===== src/rtl/compuertas_secuenciador.sv =====
// Self-sweep sequencer for the 3-input gate unit: walks enabled ops 1..6 over all 8 vectors.
// Optional truth-table compare is built only when COMPUERTAS_CHECK_EN is defined.
module compuertas_secuenciador #(
   parameter int unsigned SETTLE  = 1,
   parameter logic [5:0]  OP_MASK = 6'b111111
) (
   input  logic       clk,
   input  logic       rst,
   input  logic       start,
   input  logic       abortar,
   input  logic       sal,
   output logic       ent1,
   output logic       ent2,
   output logic       ent3,
   output logic       act,
   output logic [2:0] sel,
   output logic       busy,
   output logic [2:0] op_actual,
   output logic [7:0] tabla,
   output logic       tabla_valid,
   output logic       done,
   output logic       error,
   output logic [5:0] err_mask
);

   localparam logic [3:0] SettleCnt = 4'(SETTLE);

   typedef enum logic [2:0] {StIdle, StArma, StAplica, StReporta, StFin} state_t;

   state_t     state_q, state_d;
   logic [2:0] op_q, op_d;
   logic [2:0] vec_q, vec_d;
   logic [3:0] cnt_q, cnt_d;
   logic [6:0] tmp_q, tmp_d;
   logic [7:0] tabla_q, tabla_d;
   logic       tv_q, tv_d;
   logic [2:0] first_op, next_op;
   logic [7:0] tabla_new;

   // Lowest enabled op strictly above cur; 0 when none remain, so the op counter never wraps.
   function automatic logic [2:0] op_after(input logic [2:0] cur);
      logic [2:0] r;
      r = 3'd0;
      for (int k = 6; k >= 1; k--) begin
         if (OP_MASK[k-1] && (3'(k) > cur)) r = 3'(k);
      end
      return r;
   endfunction

   assign first_op  = op_after(3'd0);
   assign next_op   = op_after(op_q);
   assign tabla_new = {sal, tmp_q};

`ifdef COMPUERTAS_CHECK_EN
   logic       error_q, error_d;
   logic [5:0] err_mask_q, err_mask_d;
   logic       mismatch;

   function automatic logic [7:0] expected(input logic [2:0] op);
      case (op)
         3'd1:    return 8'h80;
         3'd2:    return 8'hFE;
         3'd3:    return 8'h96;
         3'd4:    return 8'h7F;
         3'd5:    return 8'h01;
         3'd6:    return 8'h69;
         default: return 8'h00;
      endcase
   endfunction

   assign mismatch = (tabla_new != expected(op_q));
`endif

   always_comb begin
      state_d = state_q;
      op_d    = op_q;
      vec_d   = vec_q;
      cnt_d   = cnt_q;
      tmp_d   = tmp_q;
      tabla_d = tabla_q;
      tv_d    = 1'b0;
`ifdef COMPUERTAS_CHECK_EN
      error_d    = error_q;
      err_mask_d = err_mask_q;
`endif
      unique case (state_q)
         StIdle: begin
            if (start && !abortar) begin
               op_d    = first_op;
               state_d = (first_op == 3'd0) ? StFin : StArma;
`ifdef COMPUERTAS_CHECK_EN
               error_d    = 1'b0;
               err_mask_d = 6'd0;
`endif
            end
         end
         StArma: begin
            vec_d   = 3'd0;
            cnt_d   = 4'd0;
            state_d = StAplica;
         end
         StAplica: begin
            if (cnt_q == SettleCnt) begin
               cnt_d = 4'd0;
               // Table and compare are registered on entry so both are visible during REPORTA.
               if (vec_q == 3'd7) begin
                  tabla_d = tabla_new;
                  tv_d    = 1'b1;
                  state_d = StReporta;
`ifdef COMPUERTAS_CHECK_EN
                  if (mismatch) begin
                     error_d                  = 1'b1;
                     err_mask_d[op_q - 3'd1]  = 1'b1;
                  end
`endif
               end else begin
                  tmp_d[vec_q] = sal;
                  vec_d        = vec_q + 3'd1;
               end
            end else begin
               cnt_d = cnt_q + 4'd1;
            end
         end
         StReporta: begin
            op_d    = next_op;
            state_d = (next_op == 3'd0) ? StFin : StArma;
         end
         StFin:   state_d = StIdle;
         default: state_d = StIdle;
      endcase

      if (abortar && (state_q != StIdle)) begin
         state_d = StIdle;
         op_d    = 3'd0;
         tabla_d = tabla_q;
         tv_d    = 1'b0;
`ifdef COMPUERTAS_CHECK_EN
         error_d    = error_q;
         err_mask_d = err_mask_q;
`endif
      end
   end

   always_ff @(posedge clk) begin
      if (rst) begin
         state_q <= StIdle;
         op_q    <= 3'd0;
         vec_q   <= 3'd0;
         cnt_q   <= 4'd0;
         tmp_q   <= 7'd0;
         tabla_q <= 8'd0;
         tv_q    <= 1'b0;
      end else begin
         state_q <= state_d;
         op_q    <= op_d;
         vec_q   <= vec_d;
         cnt_q   <= cnt_d;
         tmp_q   <= tmp_d;
         tabla_q <= tabla_d;
         tv_q    <= tv_d;
      end
   end

`ifdef COMPUERTAS_CHECK_EN
   always_ff @(posedge clk) begin
      if (rst) begin
         error_q    <= 1'b0;
         err_mask_q <= 6'd0;
      end else begin
         error_q    <= error_d;
         err_mask_q <= err_mask_d;
      end
   end
   assign error    = error_q;
   assign err_mask = err_mask_q;
`else
   assign error    = 1'b0;
   assign err_mask = 6'd0;
`endif

   assign busy             = (state_q != StIdle);
   assign act              = (state_q == StArma) || (state_q == StAplica) ||
                             (state_q == StReporta);
   assign sel              = act ? op_q : 3'd0;
   assign {ent3, ent2, ent1} = (state_q == StAplica) ? vec_q : 3'd0;
   assign op_actual        = op_q;
   assign tabla            = tabla_q;
   assign tabla_valid      = tv_q;
   assign done             = (state_q == StFin);

endmodule


===== config.mk =====
export PLATFORM = sky130hd
export DESIGN_NAME = compuertas_secuenciador
export DESIGN_NICKNAME = d
export VERILOG_FILES = /design/src/rtl/compuertas_secuenciador.sv
export SDC_FILE = /design/constraint.sdc
export NUM_CORES = 1
export LEC_CHECK = 0
export CAP_MARGIN = 5
export CORE_ASPECT_RATIO = 1.2
export CORE_UTILIZATION = 54
export DETAILED_ROUTE_END_ITERATION = 7
export PLACE_DENSITY = 0.84
export SYNTH_ARGS = -nofsm -noshare
export SYNTH_HDL_FRONTEND = slang
export SYNTH_SLANG_ARGS = --single-unit

===== constraint.sdc =====
create_clock -name clk -period 5.15 [get_ports clk]
set_clock_uncertainty 0.1 [all_clocks]
set_input_delay 0.7725 -clock clk [delete_from_list [all_inputs] [get_ports clk]]
set_output_delay 0.7725 -clock clk [all_outputs]
set_load 0.05 [all_outputs]

==> run metrics <==
upper clock frequency limit=~290 MHz; cell types with the largest area share after synthesis=sky130_fd_sc_hd__dfxtp_1 37%, sky130_fd_sc_hd__mux2i_1 11%, sky130_fd_sc_hd__nand2b_1 7.6%; Crit Path Category=flop to output pin; Final Cell Area=1830 µm²; clock transition at the register clock pins on the worst setup and hold paths after CTS=0.09 ns; Antenna Diode Count=0; most frequently used cell type in the post-synthesis netlist=sky130_fd_sc_hd__dfxtp_1; DR vias/cell=5.63; Placement Rows=21; data required time of the worst path=approximately 4.3 ns; share of cells above drive strength 1=7.49%; startpoint kind of the worst setup timing path=flop; clock root buffer=sky130_fd_sc_hd__clkbuf_4; arrival time at the worst endpoint=around 2.6 ns; Syn Inst Count=167; kind of capture point of the worst setup path=output pin; total power=just over 400 µW; post-cts hold buffer count=0; number of hold-slack violations in the final timing report=0; area occupied by registers=581 µm²; post-synthesis share of cell area spent on xor and xnor gates=0.559%; ranking of synthesized cells by instance count=29 x sky130_fd_sc_hd__dfxtp_1, 19 x sky130_fd_sc_hd__nand2b_1, 17 x sky130_fd_sc_hd__mux2i_1; number of flops mapped to enable cells by yosys=0; Total Wirelength=between 2000 and 3000 µm; mux cell area share after synthesis=between 10% and 20%; die area=between 3000 and 4000 µm²; largest net degree at the start of global routing=30; cell accounting for the most synthesized area=sky130_fd_sc_hd__dfxtp_1; routed wirelength normalized by instance count=between 10 and 15 µm; total via count in the routed design=between 1,000 and 1,500; portion of the post-synthesis area used by sequential elements=37.1%; number of setup buffers added after CTS=0; post-synthesis share of cell area spent on full adders, half adders and majority gates=under 10%; worst slew slack as a fraction of its limit=approximately 47%; die extent in x=approximately 50 µm; detailed-route DRC error count=0; initial antenna violation count=0; clock network latency to the later pin of the worst-skew pair=around 0.34 ns; Final period util=67.7%; power density over the cells=225 nW/µm²; clock buffer depth=2; final setup TNS=0 ns; weighted congestion at the end of routability-driven global placement=~0.87; initial cell density of the core=a little under three fifths; Layout Area Growth over Synthesis=17.0%; CP max FO=14; initial detailed-routing violation count=32; simple-gate share of the synthesized area=29.4%; GRT Overall Usage=20.0%; result of the run=finished clean; average size of a mapped cell=about 9.4 µm²; Clock H-tree levels=2; Post-Syn Area=about 1600 µm²; fill cell count=between 200 and 250; Leak Pwr=roughly 0.0007 µW; post-cts resize count=0; final max-slew violation count=0; core footprint=~2800 µm²; transition time at the pin with the least slew margin=0.799 ns; proportion of register bits with asynchronous set or reset after synthesis=0%; cell area after placement=around 1800 µm²; Final min period=about 3.5 ns; main combinational cell family by area after synthesis=simple AND/OR/NAND/NOR gates; CTS sink count=29; net total in the final layout=~200; library cells used by synthesis=42; Post-DP HPWL=2100 µm; post-layout util=65.8%; RSZ-0062 raised after global routing=no; global-route congestion overflow total=0; maximum VDD drop=just over 200 µV; boundary pin count=33; wire length of the first global-routing pass=4600 µm; area share of the largest cell type after synthesis=roughly 37%; WHS=roughly 0.38 ns; Routed Antenna Nets=0; die outline height=between 60 and 70 µm; Compound-Gate Fraction of Synth Area=between 10% and 20%; Max Cap Viol=0; count of warnings emitted by yosys=0; port buffer count=25; DR pass1 iterations=4; count of state elements after synthesis=29; type of the worst min-delay path=flop to flop; footprint of the multi-input gates=between 800 and 900 µm²; dominant register cell in the synthesized netlist=sky130_fd_sc_hd__dfxtp_1; final setup violation count=0; clock buffers created by TritonCTS=5; TritonCTS clock tree=done; number of global-route vias before repair=1,045
## layout make-up
type,instances,area share (%)
Multi-Input combinational cell,121,48.3
Timing Repair Buffer,25,13.7
Sequential cell,29,31.7
Tap cell,34,2.32
Inverter,5,1.02
Clock buffer,7,3.00
## flip-flops by register name (all words and copies together), names as in the netlist
signal,count
tmp_q,7
tabla_valid,1
op_actual,3
cnt_q,4
vec_q,3
tabla,8
state_q,3
## cells in the final DEF (no fill, tap or decap), types with 3 or more instances in the layout
master,count
sky130_fd_sc_hd__dfxtp_1,29
sky130_fd_sc_hd__nand2b_1,19
sky130_fd_sc_hd__mux2i_1,17
sky130_fd_sc_hd__nand4_1,5
sky130_fd_sc_hd__nand3b_1,4
sky130_fd_sc_hd__and2_1,8
sky130_fd_sc_hd__nand2_1,4
sky130_fd_sc_hd__a21oi_1,8
sky130_fd_sc_hd__nor4_2,3
sky130_fd_sc_hd__conb_1,7
sky130_fd_sc_hd__clkbuf_4,5
sky130_fd_sc_hd__clkdlybuf4s50_1,25
sky130_fd_sc_hd__a211oi_1,3
sky130_fd_sc_hd__nor2_1,8
sky130_fd_sc_hd__inv_1,5
sky130_fd_sc_hd__ha_1,4
## where the power goes
| group | total [µW] | switching, µW | internal [µW] |
|---|---|---|---|
| registers | 229 | 3.49 | 225 |
| clock network | 141 | 76.4 | 64.3 |
| logic | 43.6 | 29.6 | 14.0 |
## worst max-delay path, cell delays in order, from the launching register on
cell and delay, ns:
sky130_fd_sc_hd__dfxtp_1 0.57, sky130_fd_sc_hd__nor3b_2 0.68, sky130_fd_sc_hd__and2_1 0.22, sky130_fd_sc_hd__clkdlybuf4s50_1 0.80
## through the flow
step | instances | setup WS (ns)
4_1_cts | 221 | 1.68
3_5_place_dp | 214 | 2.07
2_1_floorplan | 173 | 2.37
6_report | 221 | 1.66
5_1_grt | 221 | 1.53
3_3_place_gp | 214 | 2.16
## routing by layer
metal | vias up | GRT usage, % | part of all wire [%]
met3 | 4 | 6.02 | 5.0
met5 | - | 0 | 0
met4 | 0 | 7.14 | 1.5
li1 | 616 | - | -
met2 | 36 | 34.0 | 50
met1 | 589 | 23.9 | 44
## path summary, 6_finish.rpt
kind	slack, ns	to	depth (start not counted)	from
max reg2reg	2.69	tabla[4]	3	state_q[1]
max	1.66	ent3	3	state_q[1]
min reg2reg	0.38	tabla[0]	2	tabla[0]
min	0.38	tabla[0]	2	tabla[0]
## kinds of logic after synthesis
logic type / count (synthesis)
fa+ha+maj: 4
flops: 29
mux: 17
xor+xnor: 1
simple gates: 68
buf+inv: 23
compound gates: 24
other cells: 1
Note: power is estimated with default switching activity, not from simulation.
